`src/rtl/mem_stage_lsu.sv`:
```
// mem_stage_lsu
// Memory-access pipeline stage. Converts EX/MEM load/store requests into a
// valid/ready data-memory transaction, steers store bytes onto the 32-bit
// bus, and extracts/extends load data. Stalls upstream until the access
// completes and emits bubbles (mem_reg_write=0) into the enable-less MEM/WB
// register while stalled.
//
// Ports
//   clk, rstn            clock, asynchronous active-low reset
//   ex_mem_*             instruction currently in MEM (from EX/MEM register)
//   mem_*                MEM/WB inputs, stall and one-cycle fault flag
//   dmem_req_*           request channel (valid/ready), word address + byte enables
//   dmem_rsp_*           read response (valid only, no backpressure)
//
// Parameters
//   RSP_TIMEOUT          max cycles spent in WAIT before aborting with a fault;
//                        0 disables the timeout
//   CNT_W                timeout counter width (RSP_TIMEOUT < 2**CNT_W)
module mem_stage_lsu #(
    parameter int RSP_TIMEOUT = 0,
    parameter int CNT_W       = 8
) (
    input  logic        clk,
    input  logic        rstn,
    input  logic [31:0] ex_mem_pc_p4,
    input  logic [4:0]  ex_mem_rd,
    input  logic [31:0] ex_mem_alu_result,
    input  logic [31:0] ex_mem_rs2_data,
    input  logic        ex_mem_mem_read,
    input  logic        ex_mem_mem_write,
    input  logic [2:0]  ex_mem_funct3,
    input  logic        ex_mem_reg_write,
    input  logic [1:0]  ex_mem_reg_write_src,
    output logic [31:0] mem_pc_p4,
    output logic [4:0]  mem_rd,
    output logic [31:0] mem_alu_result,
    output logic [31:0] mem_mem_read_data,
    output logic        mem_reg_write,
    output logic [1:0]  mem_reg_write_src,
    output logic        mem_stall,
    output logic        mem_fault,
    output logic        dmem_req_valid,
    input  logic        dmem_req_ready,
    output logic        dmem_req_we,
    output logic [31:0] dmem_req_addr,
    output logic [31:0] dmem_req_wdata,
    output logic [3:0]  dmem_req_be,
    input  logic        dmem_rsp_valid,
    input  logic [31:0] dmem_rsp_rdata
);

    typedef enum logic [1:0] {IDLE, REQ, WAIT, DONE} state_t;

    typedef struct packed {
        logic        we;
        logic [31:0] addr;
        logic [31:0] wdata;
        logic [3:0]  be;
        logic [2:0]  funct3;
        logic [1:0]  off;
    } req_t;

    // Timeout fires on the RSP_TIMEOUT-th WAIT cycle without a response.
    localparam logic [CNT_W-1:0] TMO_LAST = CNT_W'(RSP_TIMEOUT - 1);

    state_t           state, state_nxt;
    req_t             req_q, req_d;
    logic [31:0]      rdata_q;
    logic [CNT_W-1:0] tmo_cnt;
    logic             tmo_q;

    logic             access, illegal, misaligned, fault_cond, tmo_hit;
    logic [1:0]       off;
    logic [7:0]       lane_b;
    logic [15:0]      lane_h;
    logic [31:0]      load_ext;

    assign mem_pc_p4         = ex_mem_pc_p4;
    assign mem_rd            = ex_mem_rd;
    assign mem_alu_result    = ex_mem_alu_result;
    assign mem_reg_write_src = ex_mem_reg_write_src;

    // ---------------- request decode ----------------
    assign access = ex_mem_mem_read | ex_mem_mem_write;
    assign off    = ex_mem_alu_result[1:0];

    // Stores only have signed encodings; unsigned sizes are load-only.
    always_comb begin
        illegal = 1'b1;
        case (ex_mem_funct3)
            3'b000, 3'b001, 3'b010: illegal = 1'b0;
            3'b100, 3'b101:         illegal = ex_mem_mem_write;
            default:                illegal = 1'b1;
        endcase
    end

    assign misaligned = ((ex_mem_funct3[1:0] == 2'b01) && off[0]) ||
                        ((ex_mem_funct3[1:0] == 2'b10) && (off != 2'b00));
    assign fault_cond = access & (illegal | misaligned |
                                  (ex_mem_mem_read & ex_mem_mem_write));

    // Store steering: replicate the datum across the word so any lane the
    // byte enables pick holds the right bytes.
    always_comb begin
        req_d.we     = ex_mem_mem_write;
        req_d.addr   = {ex_mem_alu_result[31:2], 2'b00};
        req_d.funct3 = ex_mem_funct3;
        req_d.off    = off;
        case (ex_mem_funct3[1:0])
            2'b00: begin
                req_d.wdata = {4{ex_mem_rs2_data[7:0]}};
                req_d.be    = 4'b0001 << off;
            end
            2'b01: begin
                req_d.wdata = {2{ex_mem_rs2_data[15:0]}};
                req_d.be    = 4'b0011 << off;
            end
            default: begin
                req_d.wdata = ex_mem_rs2_data;
                req_d.be    = 4'b1111;
            end
        endcase
    end

    // ---------------- load extraction ----------------
    always_comb begin
        case (req_q.off)
            2'd0:    lane_b = dmem_rsp_rdata[7:0];
            2'd1:    lane_b = dmem_rsp_rdata[15:8];
            2'd2:    lane_b = dmem_rsp_rdata[23:16];
            default: lane_b = dmem_rsp_rdata[31:24];
        endcase
    end

    assign lane_h = req_q.off[1] ? dmem_rsp_rdata[31:16] : dmem_rsp_rdata[15:0];

    always_comb begin
        case (req_q.funct3)
            3'b000:  load_ext = {{24{lane_b[7]}}, lane_b};
            3'b001:  load_ext = {{16{lane_h[15]}}, lane_h};
            3'b100:  load_ext = {24'd0, lane_b};
            3'b101:  load_ext = {16'd0, lane_h};
            default: load_ext = dmem_rsp_rdata;
        endcase
    end

    assign tmo_hit = (RSP_TIMEOUT != 0) && (tmo_cnt == TMO_LAST);

    // ---------------- FSM: next state / outputs ----------------
    always_comb begin
        state_nxt         = state;
        dmem_req_valid    = 1'b0;
        dmem_req_we       = req_q.we;
        dmem_req_addr     = req_q.addr;
        dmem_req_wdata    = req_q.wdata;
        dmem_req_be       = req_q.be;
        mem_stall         = 1'b0;
        mem_fault         = 1'b0;
        mem_reg_write     = ex_mem_reg_write;
        mem_mem_read_data = '0;

        case (state)
            IDLE: begin
                if (fault_cond) begin
                    mem_fault     = 1'b1;
                    mem_reg_write = 1'b0;
                end else if (access) begin
                    // First cycle presents the request straight from EX/MEM
                    // so a ready memory accepts it without an extra cycle.
                    dmem_req_valid = 1'b1;
                    dmem_req_we    = req_d.we;
                    dmem_req_addr  = req_d.addr;
                    dmem_req_wdata = req_d.wdata;
                    dmem_req_be    = req_d.be;
                    mem_stall      = 1'b1;
                    mem_reg_write  = 1'b0;
                    if (dmem_req_ready)
                        state_nxt = req_d.we ? DONE : WAIT;
                    else
                        state_nxt = REQ;
                end
            end
            REQ: begin
                dmem_req_valid = 1'b1;
                mem_stall      = 1'b1;
                mem_reg_write  = 1'b0;
                if (dmem_req_ready)
                    state_nxt = req_q.we ? DONE : WAIT;
            end
            WAIT: begin
                mem_stall     = 1'b1;
                mem_reg_write = 1'b0;
                if (dmem_rsp_valid || tmo_hit)
                    state_nxt = DONE;
            end
            DONE: begin
                mem_mem_read_data = rdata_q;
                if (tmo_q) begin
                    mem_fault     = 1'b1;
                    mem_reg_write = 1'b0;
                end
                state_nxt = IDLE;
            end
            default: state_nxt = IDLE;
        endcase

        // State is already IDLE under reset, but the combinational IDLE
        // request path must also be silenced while rstn is low.
        if (!rstn) begin
            dmem_req_valid    = 1'b0;
            mem_stall         = 1'b0;
            mem_fault         = 1'b0;
            mem_reg_write     = ex_mem_reg_write;
            mem_mem_read_data = '0;
        end
    end

    // ---------------- state and captured request ----------------
    always_ff @(posedge clk or negedge rstn) begin
        if (!rstn) begin
            state   <= IDLE;
            req_q   <= '0;
            rdata_q <= '0;
            tmo_cnt <= '0;
            tmo_q   <= 1'b0;
        end else begin
            state <= state_nxt;
            case (state)
                IDLE: begin
                    if (access && !fault_cond) begin
                        req_q   <= req_d;
                        rdata_q <= '0;  // stores and aborted loads report 0
                        tmo_cnt <= '0;
                        tmo_q   <= 1'b0;
                    end
                end
                WAIT: begin
                    if (dmem_rsp_valid)
                        rdata_q <= load_ext;
                    else if (tmo_hit)
                        tmo_q <= 1'b1;
                    else
                        tmo_cnt <= tmo_cnt + CNT_W'(1);
                end
                default: ;
            endcase
        end
    end

endmodule

```
`config.mk`:
```
export PLATFORM = sky130hd
export DESIGN_NAME = mem_stage_lsu
export DESIGN_NICKNAME = d
export VERILOG_FILES = /design/src/rtl/mem_stage_lsu.sv
export SDC_FILE = /design/constraint.sdc
export NUM_CORES = 1
export LEC_CHECK = 0
export CAP_MARGIN = 20
export CORE_MARGIN = 3
export CORE_UTILIZATION = 35
export DETAILED_ROUTE_END_ITERATION = 8
export PLACE_DENSITY = 0.71
export SLEW_MARGIN = 20
export SYNTH_ARGS = -nofsm -noshare
export SYNTH_HDL_FRONTEND = slang
export SYNTH_SLANG_ARGS = --single-unit
```
`constraint.sdc`:
```
create_clock -name clk -period 3.25 [get_ports clk]
set_input_delay 0.8125 -clock clk [delete_from_list [all_inputs] [get_ports clk]]
set_output_delay 0.8125 -clock clk [all_outputs]
set_load 0.03 [all_outputs]
```
==> results of run 1 <==
-- what timing repair did --
item | in CTS | in global routing
gates resized for setup | 27 | 12
setup buffers | 3 | 1
endpoints found under the hold margin | 0 | 0
pin swaps | 3 | 1
endpoints found under the setup margin | 70 | 42
cloned | 1 | 4
-- critical path: cells and delay by family --
kind	cells	cell delay [ns]
AOI/OAI and AO/OA	2	0.49
and+or+nand+nor	1	0.15
buffers and inverters	6	0.94
-- cells in the final DEF (no fill, tap or decap), types with 3 or more instances in the layout --
cell / count
nand2b_1: 18
o21ai_2: 3
nor2b_1: 11
a21oi_1: 13
clkbuf_16: 13
o21ai_1: 10
nor2_1: 17
nand2_1: 35
ha_1: 5
mux2_2: 82
and3_1: 33
buf_6: 4
inv_1: 8
mux2i_1: 39
o21ai_0: 72
clkdlybuf4s50_1: 128
dfrtp_1: 106
a32o_1: 18
inv_6: 3
buf_4: 136
mux2_1: 5
a31oi_1: 7
o221ai_1: 7
buf_12: 17
-- routing by layer --
layer  vias up  part of all wire (%)  track usage, %  routed length [um]
li1       2610                     -               -                   -
met3        16                   9.8            6.59                1880
met4         0                  0.96            5.65                 184
met1      2573                    40            22.3                7780
met5         -                     0               0                   0
met2       229                    49            30.4                9370
-- through the flow --
stage	setup TNS, ns	std cells	instance area (um2)	power [uW]	utilization [%]
after floorplan	-0.541	642	6520	5170	-
after global placement	-19.58	1039	8770	6740	48.5
after detailed placement	-23.48	1039	8770	6790	48.5
after CTS	-0.0543	1059	9140	8020	50.6
after global routing	-0.0422	1064	9290	8520	51.3
final	0	1064	9290	8000	51.3
-- state kept, by name, summed over array words and instances, names as in the netlist --
name and count:
rdata_q 32, state 2, req_q 72
-- logic make-up after synthesis --
family                     after synthesis
adders and majority gates                5
DFF                                    106
AOI/OAI and AO/OA                      143
other                                    1
muxes                                  128
and+or+nand+nor                        130
buffers and inverters                  128
-- final cells by class --
| class | count | area, um2 |
|---|---|---|
| inverters | 8 | 30.0 |
| well taps | 229 | 287 |
| clock inverters | 7 | 92.6 |
| repair buffers | 297 | 2890 |
| fillers | 1641 | 8800 |
| clock buffers | 9 | 225 |
| flip-flops and latches | 106 | 2650 |
| multi-input cells | 408 | 3110 |
-- power groups by stage --
| stage | combinational (uW) | sequential, uW | clock, uW |
|---|---|---|---|
| 2_1_floorplan | 3080 | 2090 | 0 |
| 3_3_place_gp | 4520 | 2210 | 0 |
| 3_5_place_dp | 4570 | 2220 | 0 |
| 4_1_cts | 4610 | 2200 | 1210 |
| 5_1_grt | 4990 | 2270 | 1260 |
| 6_report | 4630 | 2210 | 1170 |
-- worst paths after layout --
kind | from | endpoint | slack (ns) | cells past startpoint
max in group asynchronous | rstn | req_q[56] | 1.81 | 2
worst min register to register | req_q[22] | req_q[22] | 0.47 | 2
worst max register to register | state[0] | rdata_q[8] | 0.88 | 7
worst min-delay path | rstn | rdata_q[22] | 0.34 | 1
min in group clk | req_q[22] | req_q[22] | 0.47 | 2
worst max-delay path | ex_mem_alu_result[0] | dmem_req_wdata[23] | 0.04 | 9
==> impl_metrics.ini, run 1 <==
[run_status]
status = finished, final reports clean

[placed_design]
place.gp.congestion = 0.838
port_buffers = 240
dp_hpwl_um = 14400
dp_slack_ns = -0.393

[yosys]
synth_cell_types = 44
synth_area_leaders = dfrtp_1 41%, mux2_2 14%, buf_4 8.4%, o21ai_0 6.5%, mux2i_1 6.0%
synthMuxAreaShare_pct = 21.6
ys_warn_count = 0
synth.most_common_cell = dfrtp_1
synth_xor_xnor_area_share_pct = 0
synthSimpleGateAreaFrac_pct = 10.7
synth_compound_area_share_pct = 14.0
ys_seq_elements = 106
syn_inst = 641
synth_top_family_by_area = multiplexers
synth_fa_ha_area_share_pct = 0.962
synthFlopType = dfrtp_1
synth_area_um2 = 6510
synth-seq-area-share_pct = 40.8
synth.top_cells.by_count = 106 x dfrtp_1, 84 x o21ai_0, 83 x mux2_2, 73 x buf_4, 39 x mux2i_1
yosysTopAreaCellShare_pct = 40.8
synth_area_leader_cell = dfrtp_1
synth-edff-count = 0
avgSynthCellArea_um2 = 10.2
ys_async_sr_fraction_pct = 100

[clock_network]
numCtsBuffers = 9
clkLatencyLatePin_ns = 0.36
cts_max_path_buffers = 2
cts.htree.levels = 3
cts.root.buffer_cell = clkbuf_16
postCtsHoldBufs = 0
path_clk_slew_ns = 0.07
cts_tree = built
cts_sinks = 106

[timing]
slew_violations = 0
fmax_mhz = 311
skew_ns = 0.0131
worst_slack_ns = 0.0376
hold_ws_ns = 0.342
setup_violations = 0
rsz0062_at_grt = yes
finalCriticalPeriod_ns = 3.21
hold_viol = 0
relSlewSlack_pct = 44.3
finalCritPeriodShare_pct = 98.8
worst_pin_slew_ns = 0.836

[floorplan]
rows = 49
initial_core_util_pct = 36.0
ioPinCount = 321
die_y_um = 142
die-area_um2 = 20300
core-area_um2 = 18100
die_w_um = 142

[power_and_ir_drop]
ir_drop_uv = 583
seq_power_share_pct = 27.6
leakagePower_uw = 0.00431
p_int_uw = 4550
switchingPower_uw = 3450
p_per_area_nw_per_um2 = 862
netSwitchingFraction_pct = 43.1
pwr-share-comb_pct = 57.8
clockPowerShare_pct = 14.6

[worst_setup_path]
worst_path_largest_cell_delay_ns = 0.36
cp_max_fo = 12
path_cells = buf_4 -> o41ai_4 -> nand4b_1 -> buf_6 -> clkbuf_16 -> buf_4 -> clkbuf_16 -> o21ai_1 -> buf_4
start_kind = primary input
cp-end-kind = primary output
crit_required_ns = 2.44
critPathKind = primary input to primary output
critPathMostFrequentCell = buf_4
critPathArrivalTime_ns = 2.40
slowest_stage = o41ai_4

[grt]
grt_usage_pct = 18.3
grt_max_degree = 63
grt_pass1_vias = 5459
overflow = 0
grt_pass1_wl_um = 29400
antenna_found_initial = 1

[detailed_routing]
antenna_left = 0
drt-total-wl_um = 19200
drtIter0Drc = 238
num_vias = 5428
firstDrtPassIters = 5
drc = 0
viasPerCell = 5.10
wl_per_cell_um = 18.1

[finish]
drive_gt1_share_pct = 33.4
nets = 980
antennaDiodeCount = 0
syn_to_final_growth_pct = 42.7

[worst_hold_path]
hold_class = primary input to asynchronous set/reset pin

[flow_run]
drv_cap = 0
Note: power is estimated with default switching activity, not from simulation.
==> run 2, diff against run 1 <==
--- a/config.mk
+++ b/config.mk
@@ -10,6 +10,8 @@
 export CORE_UTILIZATION = 35
 export DETAILED_ROUTE_END_ITERATION = 8
 export PLACE_DENSITY = 0.71
+export REMOVE_ABC_BUFFERS = 1
+export SKIP_CTS_REPAIR_TIMING = 1
 export SLEW_MARGIN = 20
 export SYNTH_ARGS = -nofsm -noshare
 export SYNTH_HDL_FRONTEND = slang
==> run 2 against run 1 <==
Critical endpoint is now dmem_req_addr[22]. Cell area shrank 0.39%. Sequential cell count stayed put. Global-route usage grew 0.85 points. Setup slack worse by 0.027 ns. Critical path depth fell by 1. Routed wire length up 7.4%. Critical path type unchanged. Total power decreased by 1.2%. Clock power is essentially flat. Core utilization is 0.20 points lower. Sequential power about the same. First-iteration DRC count increased by 8.0%.
==> impl_metrics.ini, run 2 (synthesized netlist as in run 1, its figures left out) <==
[run_status]
status = finished, final reports clean

[grt]
antenna_found_initial = 1
met2_usage_pct = 28.0
grt_pass1_wl_um = 30400
grt_pass1_vias = 5325
grt_usage_pct = 19.1
gr-usage-met1_pct = 25.1
grt_busiest_layer = met2
grt_max_degree = 43
grt_use_met3_pct = 10.0
overflow = 0

[clock_network]
cts_max_path_buffers = 2
cts_sinks = 106
clkLatencyLatePin_ns = 0.35
path_clk_slew_ns = 0.07
numCtsBuffers = 9
cts.root.buffer_cell = clkbuf_16
cts_tree = built
cts.htree.levels = 3

[worst_setup_path]
worst_path_largest_cell_delay_ns = 0.36
critPathKind = primary input to primary output
slowest_stage = o41ai_4
critPathMostFrequentCell = buf_6
critPathArrivalTime_ns = 2.43
path_cells = clkbuf_4 -> o41ai_4 -> nand4b_1 -> buf_6 -> buf_12 -> clkbuf_16 -> mux2_2 -> buf_6
path_buf_inv = 5
cp_max_fo = 11
crit_required_ns = 2.44
start_kind = primary input
cp-end-kind = primary output
worst_path_dominant_cell_family = buffers and inverters

[power_and_ir_drop]
seq_power_share_pct = 27.9
clockPowerShare_pct = 14.5
pwr-share-comb_pct = 57.6
netSwitchingFraction_pct = 42.8
switchingPower_uw = 3390
ir_drop_uv = 622
p_per_area_nw_per_um2 = 855
leakagePower_uw = 0.00422
p_int_uw = 4520

[detailed_routing]
viasPerCell = 5.13
antenna_left = 0
drtIter0Drc = 257
wl_per_cell_um = 19.5
num_vias = 5440
drt-total-wl_um = 20600
drc = 0
firstDrtPassIters = 4

[finish]
top_register = req_q
final_common_cell = clkdlybuf4s50_1
largest_reg_flops = 72
syn_to_final_growth_pct = 42.2
fin_util_pct = 51.1
largestRegisters = req_q (72), rdata_q (32), state (2)
fin_area_um2 = 9250
antennaDiodeCount = 0
nets = 976
most-common-layout-cells = 160 x clkdlybuf4s50_1, 106 x dfrtp_1, 92 x buf_4, 83 x mux2_2, 71 x o21ai_0
drive_gt1_share_pct = 28.5

[timing]
relSlewSlack_pct = 46.8
fmax_mhz = 309
finalCritPeriodShare_pct = 99.7
worst_pin_slew_ns = 0.798
finalCriticalPeriod_ns = 3.24
slew_violations = 0
setup_violations = 0
hold_viol = 0
skew_ns = 0.00928

[floorplan]
die-area_um2 = 20300
rows = 49
core-area_um2 = 18100
ioPinCount = 321
die_y_um = 142
initial_core_util_pct = 36.0
die_w_um = 142

[placed_design]
port_buffers = 240
dp_hpwl_um = 15500
place.gp.congestion = 0.834
place_area_um2 = 8710

[flow_run]
drv_cap = 0

[worst_hold_path]
hold_class = primary input to asynchronous set/reset pin
==> run 2: cell count changes in the layout (fill, tap and decap cells not counted), sizes merged <==
cell	change
clkinv	-2
dlymetal6s2s	+6
clkdlybuf4s50	+32
clkbuf	+1
buf	-39
clkdlybuf4s15	-2
dlygate4sd2	-1
inv	-1
clkinvlp	+2
==> run 2: stage by stage <==
step / hold slack [ns] / worst slack (ns) / instances / setup TNS (ns) / total power [uW]
finish: 0.297 / 0.0108 / 1060 / 0 / 7910
global route: 0.282 / -0.0193 / 1060 / -0.382 / 8410
CTS: 0.278 / -0.283 / 1055 / -16.26 / 7790
detailed placement: 0.461 / -0.278 / 1039 / -15.62 / 6620
global placement: 0.451 / -0.296 / 1039 / -16.62 / 6540
floorplan: 0.439 / -4.77 / 522 / -522.98 / 4930
==> run 2: power groups by stage <==
stage / registers, uW / clock network (uW) / logic (uW)
after floorplan: 2160 / 0 / 2770
after global placement: 2210 / 0 / 4330
after detailed placement: 2230 / 0 / 4390
after CTS: 2200 / 1190 / 4400
after global routing: 2270 / 1240 / 4900
final: 2210 / 1150 / 4550
==> run 2: metal layers <==
layer	vias to the layer above	wire length, um
met1	2561	8860
met3	16	2500
li1	2593	-
met5	-	57
met4	4	172
met2	266	9040
==> run 2: area by class of cell <==
type / count / area [um2]
inverter: 8 / 30.0
tap: 229 / 287
multi-input combinational: 408 / 3100
fill: 1637 / 8840
clock inverter: 6 / 71.3
clock buffer: 10 / 239
sequential: 106 / 2650
timing repair buffer: 293 / 2870
==> run 2: path summary, 6_finish.rpt <==
kind,start,end,slack [ns],cells past startpoint
worst max register to register,state[0],rdata_q[9],0.83,7
max in group asynchronous,rstn,req_q[3],1.67,4
worst min register to register,req_q[20],req_q[20],0.47,2
worst max-delay path,ex_mem_funct3[0],dmem_req_addr[22],0.01,8
worst min-delay path,rstn,rdata_q[14],0.30,1
min in group clk,req_q[20],req_q[20],0.47,2
==> run 3, diff against run 2 <==
--- a/config.mk
+++ b/config.mk
@@ -9,7 +9,7 @@
 export CORE_MARGIN = 3
 export CORE_UTILIZATION = 35
 export DETAILED_ROUTE_END_ITERATION = 8
-export PLACE_DENSITY = 0.71
+export PLACE_DENSITY = 0.79
 export REMOVE_ABC_BUFFERS = 1
 export SKIP_CTS_REPAIR_TIMING = 1
 export SLEW_MARGIN = 20
==> run 3 against run 2 <==
Global-route usage down 0.24 points. Sequential power hardly changed. Clock skew is 0.0012 ns higher. Cell area decreased by 0.70%. Fmax rose by 1.3%. Die area unchanged. Clock power hardly changed.
==> impl_metrics.ini, run 3 (synthesized netlist as in run 1, its figures left out) <==
[worst_setup_path]
critPathArrivalTime_ns = 2.39
slowest_stage = o41ai_4
worstSetupEndpoint = dmem_req_addr[16]
path_cells = buf_6 -> o41ai_4 -> nand4b_1 -> buf_6 -> buf_12 -> clkbuf_16 -> mux2_4 -> buf_12
rr_endpoint = req_q[48]
cp_max_fo = 5
cp.depth = 8
r2r_slack_ns = 0.91
start_kind = primary input
worst_path_dominant_cell_family = buffers and inverters
cp-end-kind = primary output
worst_path_largest_cell_delay_ns = 0.36
crit_required_ns = 2.44
worstReg2RegStart = state[0]
ff2ff_path_depth = 9
path_buf_inv = 5
cp-startpoint = ex_mem_funct3[0]
critPathKind = primary input to primary output

[floorplan]
die_w_um = 142
rows = 49
core-area_um2 = 18100
initial_core_util_pct = 36.0
die-area_um2 = 20300
die_y_um = 142
ioPinCount = 321

[detailed_routing]
antenna_left = 0
drt-total-wl_um = 20900
firstDrtPassIters = 5
wl_per_cell_um = 19.7
drtIter0Drc = 271
viasPerCell = 5.26
drc = 0
num_vias = 5562

[finish]
final_common_cell = clkdlybuf4s50_1
instances_no_fill = 1058
antennaDiodeCount = 0
nets = 975
drive_gt1_share_pct = 32.3
most-common-layout-cells = 129 x clkdlybuf4s50_1, 117 x buf_4, 106 x dfrtp_1, 82 x mux2_2, 70 x o21ai_0
fin_area_um2 = 9180
syn_to_final_growth_pct = 41.2
largest_reg_flops = 72
largestRegisters = req_q (72), rdata_q (32), state (2)
top_register = req_q

[timing]
relSlewSlack_pct = 43.5
worst_pin_slew_ns = 0.848
fmax_mhz = 313
finalCritPeriodShare_pct = 98.4
setup_violations = 0
finalCriticalPeriod_ns = 3.20
slew_violations = 0
rsz0062_at_grt = no
hold_viol = 0
skew_ns = 0.0104

[power_and_ir_drop]
clockPowerShare_pct = 14.0
total_power_uw = 7950
p_int_uw = 4540
switchingPower_uw = 3410
leakagePower_uw = 0.00429
netSwitchingFraction_pct = 42.9
seq_power_share_pct = 27.8
ir_drop_uv = 642
pwr-share-comb_pct = 58.1
p_per_area_nw_per_um2 = 866

[grt]
grt_max_degree = 81
grt_usage_pct = 18.9
overflow = 0
antenna_found_initial = 0
grt_pass1_wl_um = 30300
grt_pass1_vias = 5612

[worst_hold_path]
hold_class = primary input to asynchronous set/reset pin

[clock_network]
cts.root.buffer_cell = clkbuf_16
cts_max_path_buffers = 2
path_clk_slew_ns = 0.07
numCtsBuffers = 9
clkLatencyLatePin_ns = 0.34
cts.htree.levels = 3
cts_tree = built
cts_sinks = 106

[run_status]
status = finished, final reports clean

[placed_design]
port_buffers = 240
place_area_um2 = 8580
place.gp.congestion = 0.815
placed_cells = 1030
dp_hpwl_um = 14900

[flow_run]
drv_cap = 0
[run 3: changes by cell type in the layout (fill, tap and decap cells not counted), sizes merged]
cell and delta:
clkbuf +2, buf +28, clkdlybuf4s50 -31, clkinv +1
inv -2
[run 3: cell type report]
class	instances	area (um2)
multi-input combinational	408	3110
sequential	106	2650
clock buffer	10	239
fill	1634	8900
tap	229	287
clock inverter	5	62.6
inverter	8	30.0
timing repair buffer	292	2800
[run 3: power groups by stage]
stage,sequential (uW),combinational [uW],clock [uW]
6_report,2210,4630,1120
5_1_grt,2270,4980,1190
4_1_cts,2210,4430,1150
3_5_place_dp,2230,4420,0
3_3_place_gp,2210,4370,0
2_1_floorplan,2160,2770,0
[run 3: worst min path at each step]
| stage | from | end | slack, ns | cells past startpoint |
|---|---|---|---|---|
| 2_1_floorplan | req_q[17] | req_q[17] | 0.44 | 2 |
| 3_3_place_gp | req_q[32] | req_q[32] | 0.45 | 2 |
| 3_5_place_dp | req_q[34] | req_q[34] | 0.46 | 2 |
| 4_1_cts | rstn | rdata_q[3] | 0.44 | 1 |
| 5_1_grt | rstn | rdata_q[3] | 0.46 | 1 |
| 6_report | rstn | rdata_q[2] | 0.44 | 1 |
[run 3: through the flow]
step / utilization [%] / setup TNS, ns / setup WS [ns] / hold slack (ns)
global placement: 47.4 / -23.72 / -0.502 / 0.450
finish: 50.8 / 0 / 0.0512 / 0.443
CTS: 49.1 / -26.47 / -0.569 / 0.441
detailed placement: 47.4 / -25.88 / -0.561 / 0.460
global route: 50.8 / 0 / 0.00779 / 0.462
floorplan: - / -522.98 / -4.77 / 0.439
[run 3: per-layer routing]
metal | GRT usage [%] | wire [um] | up-vias
li1 | - | - | 2585
met1 | 25.0 | 9030 | 2681
met2 | 28.3 | 9270 | 280
met3 | 8.03 | 2290 | 14
met4 | 4.70 | 206 | 2
met5 | 4.31 | 93 | -
